==> src/rtl/ddr_arb_pkg.sv <==
// Shared types and constants for the DDR command arbiter.
package ddr_arb_pkg;

  localparam int unsigned LEN_W       = 32;
  localparam int unsigned MAX_CMD_LEN = 65535;
  localparam int unsigned NUM_CH      = 2;

  // Requester direction bit; the value doubles as the channel index.
  localparam logic DIR_WR = 1'b1;
  localparam logic DIR_RD = 1'b0;

  typedef enum logic [1:0] {
    CH_IDLE  = 2'd0,
    CH_ISSUE = 2'd1,
    CH_WAIT  = 2'd2
  } ch_state_e;

  // A command length the translator can execute: 1..MAX_CMD_LEN beats.
  function automatic logic len_ok(input logic [LEN_W-1:0] len);
    return (len != '0) && (len <= LEN_W'(MAX_CMD_LEN));
  endfunction

endpackage

==> src/rtl/ddr_cmd_arbiter_rr.sv <==
// Combinational round-robin pick: first eligible requester at or after ptr, with wrap.
module rr_arbiter #(
  parameter int unsigned NUM_REQ = 4,
  parameter int unsigned PTR_W   = 2
) (
  input  logic [NUM_REQ-1:0] eligible,
  input  logic [PTR_W-1:0]   ptr,
  output logic [NUM_REQ-1:0] winner_oh_c,
  output logic [PTR_W-1:0]   winner_idx_c,
  output logic               valid_c
);

  logic [PTR_W-1:0] idx;

  // Scan NUM_REQ positions starting at ptr; the first hit wins.
  always_comb begin
    winner_oh_c  = '0;
    winner_idx_c = '0;
    valid_c      = 1'b0;
    idx          = '0;
    for (int k = 0; k < NUM_REQ; k++) begin
      idx = PTR_W'((32'(ptr) + 32'(k)) % NUM_REQ);
      if (!valid_c && eligible[idx]) begin
        valid_c          = 1'b1;
        winner_oh_c[idx] = 1'b1;
        winner_idx_c     = idx;
      end
    end
  end

endmodule

==> src/rtl/ddr_cmd_arbiter.sv <==
// Round-robin arbiter sharing one write and one read DDR command channel among NUM_REQ clients.
module ddr_cmd_arbiter
  import ddr_arb_pkg::*;
#(
  parameter int unsigned NUM_REQ         = 4,
  parameter int unsigned CTRL_ADDR_WIDTH = 28,
  parameter int unsigned TIMEOUT_CYC     = 1048576
) (
  input  logic                               clk,
  input  logic                               rst,
  input  logic [NUM_REQ-1:0]                 req,
  input  logic [NUM_REQ-1:0]                 req_dir,
  input  logic [NUM_REQ*CTRL_ADDR_WIDTH-1:0] req_addr,
  input  logic [NUM_REQ*32-1:0]              req_len,
  output logic [NUM_REQ-1:0]                 grant,
  output logic [NUM_REQ-1:0]                 done,
  output logic [NUM_REQ-1:0]                 err,
  output logic                               wr_cmd_en,
  output logic [CTRL_ADDR_WIDTH-1:0]         wr_cmd_addr,
  output logic [31:0]                        wr_cmd_len,
  input  logic                               wr_cmd_ready,
  input  logic                               wr_cmd_done,
  output logic                               rd_cmd_en,
  output logic [CTRL_ADDR_WIDTH-1:0]         rd_cmd_addr,
  output logic [31:0]                        rd_cmd_len,
  input  logic                               rd_cmd_ready,
  input  logic                               rd_cmd_done,
  output logic                               busy
);

  localparam int unsigned AW    = CTRL_ADDR_WIDTH;
  localparam int unsigned PTR_W = (NUM_REQ > 1) ? $clog2(NUM_REQ) : 1;
  localparam int unsigned CNT_W = (TIMEOUT_CYC > 1) ? $clog2(TIMEOUT_CYC) : 1;

  logic [NUM_REQ-1:0] grant_q, grant_d;
  logic [NUM_REQ-1:0] done_q, done_d;
  logic [NUM_REQ-1:0] err_q, err_d;
  logic [NUM_REQ-1:0] outst_q, outst_d;
  logic [PTR_W-1:0]   rr_ptr_q, rr_ptr_d;
  logic               busy_q, busy_d;

  logic [AW-1:0]      addr_arr [NUM_REQ];
  logic [LEN_W-1:0]   len_arr  [NUM_REQ];
  logic [NUM_REQ-1:0] elig_c;
  logic [NUM_REQ-1:0] win_oh_c;
  logic [PTR_W-1:0]   win_idx_c;
  logic               win_vld_c;
  logic [AW-1:0]      win_addr_c;
  logic [LEN_W-1:0]   win_len_c;
  logic               win_dir_c;
  logic               win_len_ok_c;

  // Per-channel views, indexed by direction (0 = read, 1 = write).
  logic [NUM_CH-1:0]  ch_ready;
  logic [NUM_CH-1:0]  ch_done_in;
  logic [NUM_CH-1:0]  ch_idle_c;
  logic [NUM_CH-1:0]  ch_issue_c;
  logic [NUM_CH-1:0]  ch_fin_c;
  logic [NUM_CH-1:0]  ch_tmo_c;
  logic [NUM_CH-1:0]  ch_en;
  logic [PTR_W-1:0]   ch_owner [NUM_CH];
  logic [AW-1:0]      ch_addr  [NUM_CH];
  logic [LEN_W-1:0]   ch_len   [NUM_CH];

  assign ch_ready   = {wr_cmd_ready, rd_cmd_ready};
  assign ch_done_in = {wr_cmd_done, rd_cmd_done};

  // Unpack flat request buses and qualify each requester against its channel.
  always_comb begin
    for (int i = 0; i < NUM_REQ; i++) begin
      addr_arr[i] = req_addr[i*AW +: AW];
      len_arr[i]  = req_len[i*LEN_W +: LEN_W];
      elig_c[i]   = req[i] & ~outst_q[i] & ch_idle_c[req_dir[i]] & ch_ready[req_dir[i]];
    end
  end

  rr_arbiter #(
    .NUM_REQ (NUM_REQ),
    .PTR_W   (PTR_W)
  ) u_rr (
    .eligible     (elig_c),
    .ptr          (rr_ptr_q),
    .winner_oh_c  (win_oh_c),
    .winner_idx_c (win_idx_c),
    .valid_c      (win_vld_c)
  );

  // Winner payload; a bad length is granted but never reaches a channel.
  always_comb begin
    win_addr_c   = addr_arr[win_idx_c];
    win_len_c    = len_arr[win_idx_c];
    win_dir_c    = req_dir[win_idx_c];
    win_len_ok_c = len_ok(win_len_c);
    ch_issue_c   = '0;
    if (win_vld_c && win_len_ok_c) begin
      ch_issue_c[win_dir_c] = 1'b1;
    end
  end

  for (genvar g = 0; g < NUM_CH; g++) begin : g_ch
    ch_state_e        state_q, state_d;
    logic [CNT_W-1:0] cnt_q, cnt_d;
    logic [PTR_W-1:0] owner_q, owner_d;
    logic             en_q, en_d;
    logic [AW-1:0]    addr_q, addr_d;
    logic [LEN_W-1:0] len_q, len_d;
    logic             fin_c;
    logic             tmo_c;

    // Channel FSM: latch the command, pulse cmd_en for one cycle, then wait for done or timeout.
    always_comb begin
      state_d = state_q;
      cnt_d   = cnt_q;
      owner_d = owner_q;
      en_d    = 1'b0;
      addr_d  = addr_q;
      len_d   = len_q;
      fin_c   = 1'b0;
      tmo_c   = 1'b0;
      unique case (state_q)
        CH_IDLE: begin
          if (ch_issue_c[g]) begin
            state_d = CH_ISSUE;
            en_d    = 1'b1;
            owner_d = win_idx_c;
            addr_d  = win_addr_c;
            len_d   = win_len_c;
            cnt_d   = '0;
          end
        end
        CH_ISSUE: begin
          state_d = CH_WAIT;
          cnt_d   = (cnt_q == '1) ? cnt_q : cnt_q + CNT_W'(1);
        end
        CH_WAIT: begin
          if (ch_done_in[g]) begin
            state_d = CH_IDLE;
            fin_c   = 1'b1;
          end else if (cnt_q == CNT_W'(TIMEOUT_CYC - 1)) begin
            state_d = CH_IDLE;
            fin_c   = 1'b1;
            tmo_c   = 1'b1;
          end else begin
            cnt_d = (cnt_q == '1) ? cnt_q : cnt_q + CNT_W'(1);
          end
        end
        default: state_d = CH_IDLE;
      endcase
    end

    // Channel state and command registers.
    always_ff @(posedge clk) begin
      if (rst) begin
        state_q <= CH_IDLE;
        cnt_q   <= '0;
        owner_q <= '0;
        en_q    <= 1'b0;
        addr_q  <= '0;
        len_q   <= '0;
      end else begin
        state_q <= state_d;
        cnt_q   <= cnt_d;
        owner_q <= owner_d;
        en_q    <= en_d;
        addr_q  <= addr_d;
        len_q   <= len_d;
      end
    end

    assign ch_idle_c[g] = (state_q == CH_IDLE);
    assign ch_fin_c[g]  = fin_c;
    assign ch_tmo_c[g]  = tmo_c;
    assign ch_en[g]     = en_q;
    assign ch_owner[g]  = owner_q;
    assign ch_addr[g]   = addr_q;
    assign ch_len[g]    = len_q;
  end

  // Grant/done/err strobes, outstanding mask and round-robin pointer.
  always_comb begin
    grant_d  = '0;
    done_d   = '0;
    err_d    = '0;
    outst_d  = outst_q;
    rr_ptr_d = rr_ptr_q;
    for (int c = 0; c < NUM_CH; c++) begin
      if (ch_fin_c[c]) begin
        done_d[ch_owner[c]]  = 1'b1;
        outst_d[ch_owner[c]] = 1'b0;
        if (ch_tmo_c[c]) begin
          err_d[ch_owner[c]] = 1'b1;
        end
      end
    end
    if (win_vld_c) begin
      grant_d  = win_oh_c;
      rr_ptr_d = (32'(win_idx_c) == NUM_REQ - 1) ? '0 : win_idx_c + PTR_W'(1);
      if (win_len_ok_c) begin
        outst_d = outst_d | win_oh_c;
      end else begin
        done_d = done_d | win_oh_c;
        err_d  = err_d | win_oh_c;
      end
    end
    busy_d = |outst_d;
  end

  // Arbiter-level registers.
  always_ff @(posedge clk) begin
    if (rst) begin
      grant_q  <= '0;
      done_q   <= '0;
      err_q    <= '0;
      outst_q  <= '0;
      rr_ptr_q <= '0;
      busy_q   <= 1'b0;
    end else begin
      grant_q  <= grant_d;
      done_q   <= done_d;
      err_q    <= err_d;
      outst_q  <= outst_d;
      rr_ptr_q <= rr_ptr_d;
      busy_q   <= busy_d;
    end
  end

  assign grant       = grant_q;
  assign done        = done_q;
  assign err         = err_q;
  assign busy        = busy_q;
  assign wr_cmd_en   = ch_en[DIR_WR];
  assign wr_cmd_addr = ch_addr[DIR_WR];
  assign wr_cmd_len  = ch_len[DIR_WR];
  assign rd_cmd_en   = ch_en[DIR_RD];
  assign rd_cmd_addr = ch_addr[DIR_RD];
  assign rd_cmd_len  = ch_len[DIR_RD];

endmodule

==> config.mk <==
export PLATFORM = sky130hd
export DESIGN_NAME = ddr_cmd_arbiter
export DESIGN_NICKNAME = d
export VERILOG_FILES = /design/src/rtl/ddr_arb_pkg.sv /design/src/rtl/ddr_cmd_arbiter_rr.sv /design/src/rtl/ddr_cmd_arbiter.sv
export SDC_FILE = /design/constraint.sdc
export NUM_CORES = 1
export LEC_CHECK = 0
export CORE_MARGIN = 1
export CORE_UTILIZATION = 40
export CTS_CLUSTER_SIZE = 30
export DETAILED_ROUTE_END_ITERATION = 16
export PLACE_DENSITY = 0.8
export SKIP_LAST_GASP = 1
export SLEW_MARGIN = 20
export SYNTH_ARGS = -nofsm -noshare
export SYNTH_HDL_FRONTEND = slang
export SYNTH_SLANG_ARGS = --single-unit
==> constraint.sdc <==
create_clock -name clk -period 3.25 [get_ports clk]
set_input_delay 0.4875 -clock clk [delete_from_list [all_inputs] [get_ports clk]]
set_output_delay 0.4875 -clock clk [all_outputs]
set_load 0.01 [all_outputs]
==> run_results.csv <==
group,metric,value,unit
synth,synth-xor-area-share,0.00180,
synth,synth_nets,1435,
power_and_ir_drop,power.leakage,0.00606,uW
timing,fin_crit_sh,1.04,
timing,tightest_slew,1120,ps
drt,detail_route.iter0.violations,628,
die,core_area,0.0237,mm^2
timing,final-hold-violation-count,0,
synth,synth.most_common_cell,"nand2_1",
global_routing,grt_max_degree,97,
drt,vias,11000,
status,violations,"setup timing",
timing,setup-violations-final,140,
clock_network,cts_inserted_buffers,17,
clock_network,cts_max_path_buffers,2,
global_routing,grt-ovfl-total,0,
critical_path,crit_type,"in -> reg",
clock_network,clockRootBuffer,"clkbuf_16",
critical_path,reg2reg_from,"g_ch[0].state_q[1]",
timing,final_max_slew_viol_count,0,
critical_path,endpoint,"g_ch[0].cnt_q[8]",
critical_path,r2r_slack,-120,ps
critical_path,worstRegToRegCells,14,
drt,routedWlPerCell,19.5,um
synth,synth_compound_area_frac,0.174,
placed_design,dpl.cell_count,1916,
power_and_ir_drop,pwr_density_cell,446,mW/mm^2
timing,max_slew_margin,0.255,
clock_network,clk_pin_slew_worst_paths,80,ps
die,die-area,0.0249,mm^2
placed_design,dpl-instance-area,0.0147,mm^2
cells_and_area,design_area,0.0164,mm^2
placed_design,dp_hpwl,27800,um
timing,fin_crit,3370,ps
synth,ys_async_sr_fraction,0,
drt,vias_per_cell,5.57,
synth,synth_simple_gate_area_frac,0.231,
timing,skew,18.8,ps
timing,rsz0062_at_grt,"true",
power_and_ir_drop,ir_worst_vdd,0.351,mV
cells_and_area,instances_no_fill,1979,
global_routing,grt_pass1_vias,10300,
synth,syn_area,0.00973,mm^2
placed_design,place_congestion,0.949,
die,initial_core_util,0.411,
critical_path,r2r-end,"g_ch[0].cnt_q[8]",
drt,drc,0,
placed_design,pre_cts_ws,-552,ps
synth,yosysTopAreaCellShare,0.389,
clock_network,tritoncts,"built",
critical_path,crit_arrival,3680,ps
die,rows,56,
synth,synthCells,1165,
placed_design,io_buffers,388,
drt,routed_wl,38500,um
min_path,hold_path_class,"reg -> reg",
critical_path,cp_max_fo,7,
die,die_h,158,um
clock_network,cts_htree_levels,4,
synth,synth-seq-cells,189,
drt,antenna_left,0,
global_routing,grt_usage,0.286,
run,max_cap_violations,0,
clock_network,insertion_delay,450,ps
critical_path,cp-startpoint,"req_dir[2]",
die,chipWidth,158,um
synth,synth_edf_count,0,
synth,yosysUniqueCellTypes,66,
status,status,"finished with violations",
synth,syn_avg_cell_area,8.35,um^2
critical_path,cp.required,3560,ps
critical_path,cp-start-kind,"primary input",
clock_network,cts.sinks,189,
drt,drtPass1Iterations,6,
synth,ys.flop_type,"dfxtp_1",
timing,worst_slack,-121,ps
synth,synth_top_family_by_area,"simple AND/OR/NAND/NOR gates",
synth,yosys-top-cells-count,"230 x nand2_1, 189 x dfxtp_1, 144 x a21oi_1, 136 x mux2i_1, 50 x and3_1",
synth,synthTopCellsByArea,"dfxtp_1 39%, mux2i_1 14%, nand2_1 8.9%",
global_routing,antenna_found_initial,0,
cells_and_area,antenna_cells,0,
cells_and_area,drive_above_1_share,0.179,
synth,ys_seq_area_frac,0.389,
synth,synth.area.mux_share,0.147,
timing,fmax,297,MHz
synth,synth_fa_ha_area_frac,0.0206,
power_and_ir_drop,power,7310,uW
clock_network,cts_hold_buffers,0,
die,io_pins,389,
cells_and_area,area_growth,68.4,%
cells_and_area,final_nets,1917,
synth,ys_warn_count,0,
min_path,whs_path_depth,2,
synth,synth.largest_area_cell,"dfxtp_1",
critical_path,end_kind,"register",
global_routing,grt_pass1_wl,54700,um
[layer usage]
metal,wire length [um],part of all wire,vias to the layer above,GRT usage
met5,0,0,-,0
met4,1330,0.035,0,0.125
met3,2850,0.074,82,0.0602
met2,18100,0.47,492,0.465
met1,16200,0.42,5239,0.365
li1,-,-,5207,-
[placed cells by master, fill, tap and decap left out, types with 9 or more instances in the layout]
| master | count |
|---|---|
| clkdlybuf4s50_1 | 387 |
| nand2_1 | 220 |
| dfxtp_1 | 185 |
| mux2i_1 | 134 |
| a21oi_1 | 119 |
| buf_4 | 106 |
| and3_1 | 40 |
| nor4_1 | 34 |
| nor2_1 | 32 |
| nand3_1 | 26 |
| o21ai_0 | 26 |
| a21oi_2 | 24 |
| clkbuf_16 | 24 |
| buf_6 | 15 |
| ha_1 | 14 |
| a22oi_1 | 13 |
| nand4_1 | 13 |
| o211ai_1 | 12 |
| buf_12 | 11 |
| and3_4 | 10 |
| and2_1 | 10 |
| or3_4 | 9 |
[critical path, stage by stage]
cell and delay [ps]:
clkdlybuf4s50_1 510, and3b_1 210, o21a_4 200, mux4_2 530
a22oi_4 220, buf_6 140, mux2i_4 300, and4_4 300
nor2_4 60, buf_6 120, buf_16 130, o41ai_2 360
a21oi_1 110
[power by group]
part	total, uW	internal, uW	leakage, uW	switching (uW)
logic	2650	1320	0.00422	1330
clock network	2260	1100	0.000315	1160
registers	2390	2380	0.00153	18.1
[registers in the layout, summed over array words and instances, names as in the netlist]
| signal | cells |
|---|---|
| outst_q | 4 |
| busy | 1 |
| wr_cmd_addr | 28 |
| err | 4 |
| grant | 4 |
| rd_cmd_addr | 28 |
| rd_cmd_en | 1 |
| wr_cmd_en | 1 |
| g_ch.cnt_q | 40 |
| wr_cmd_len | 32 |
| g_ch.owner_q | 4 |
| rr_ptr_q | 2 |
| rd_cmd_len | 32 |
| g_ch.state_q | 4 |
| done | 4 |
[layout make-up]
| cell class | count | area (um^2) |
|---|---|---|
| Fill cell | 1903 | 7300 |
| Multi-Input combinational cell | 893 | 6110 |
| Clock buffer | 17 | 425 |
| Sequential cell | 189 | 3790 |
| Tap cell | 319 | 399 |
| Timing Repair Buffer | 533 | 5380 |
| Clock inverter | 15 | 228 |
| Inverter | 13 | 48.8 |
[metrics by stage]
step | setup TNS [ps] | utilization | hold slack (ps)
after floorplan | -924 | - | 442
after global placement | -63530 | 0.621 | 437
after detailed placement | -75570 | 0.621 | 444
after CTS | -152 | 0.658 | 429
after global routing | -19380 | 0.692 | 464
final | -6990 | 0.692 | 452
[worst min-delay path by stage]
stage / startpoint / end
finish: rd_cmd_addr[24] / rd_cmd_addr[24]
detailed placement: rd_cmd_addr[11] / rd_cmd_addr[11]
global route: rst / rd_cmd_addr[15]
floorplan: g_ch[0].cnt_q[8] / g_ch[0].cnt_q[8]
global placement: rd_cmd_addr[6] / rd_cmd_addr[6]
CTS: rst / outst_q[2]
[cell families (layout without fill, tap and decap cells)]
family | Yosys count | in the layout
and+or+nand+nor | 462 | 462
AOI/OAI and AO/OA | 273 | 273
adders and majority gates | 16 | 16
buffers and inverters | 83 | 578
muxes | 140 | 140
xor gates and xnor gates | 2 | 2
DFF | 189 | 189
[timing repair]
| action | 4_1_cts | 5_1_grt |
|---|---|---|
| gates cloned | 3 | 8 |
| setup buffers | 7 | 16 |
| gates resized for setup | 23 | 120 |
| pin swaps | 15 | 53 |
| endpoints found under the setup margin | 173 | 176 |
(Power assumes the default switching activity.)
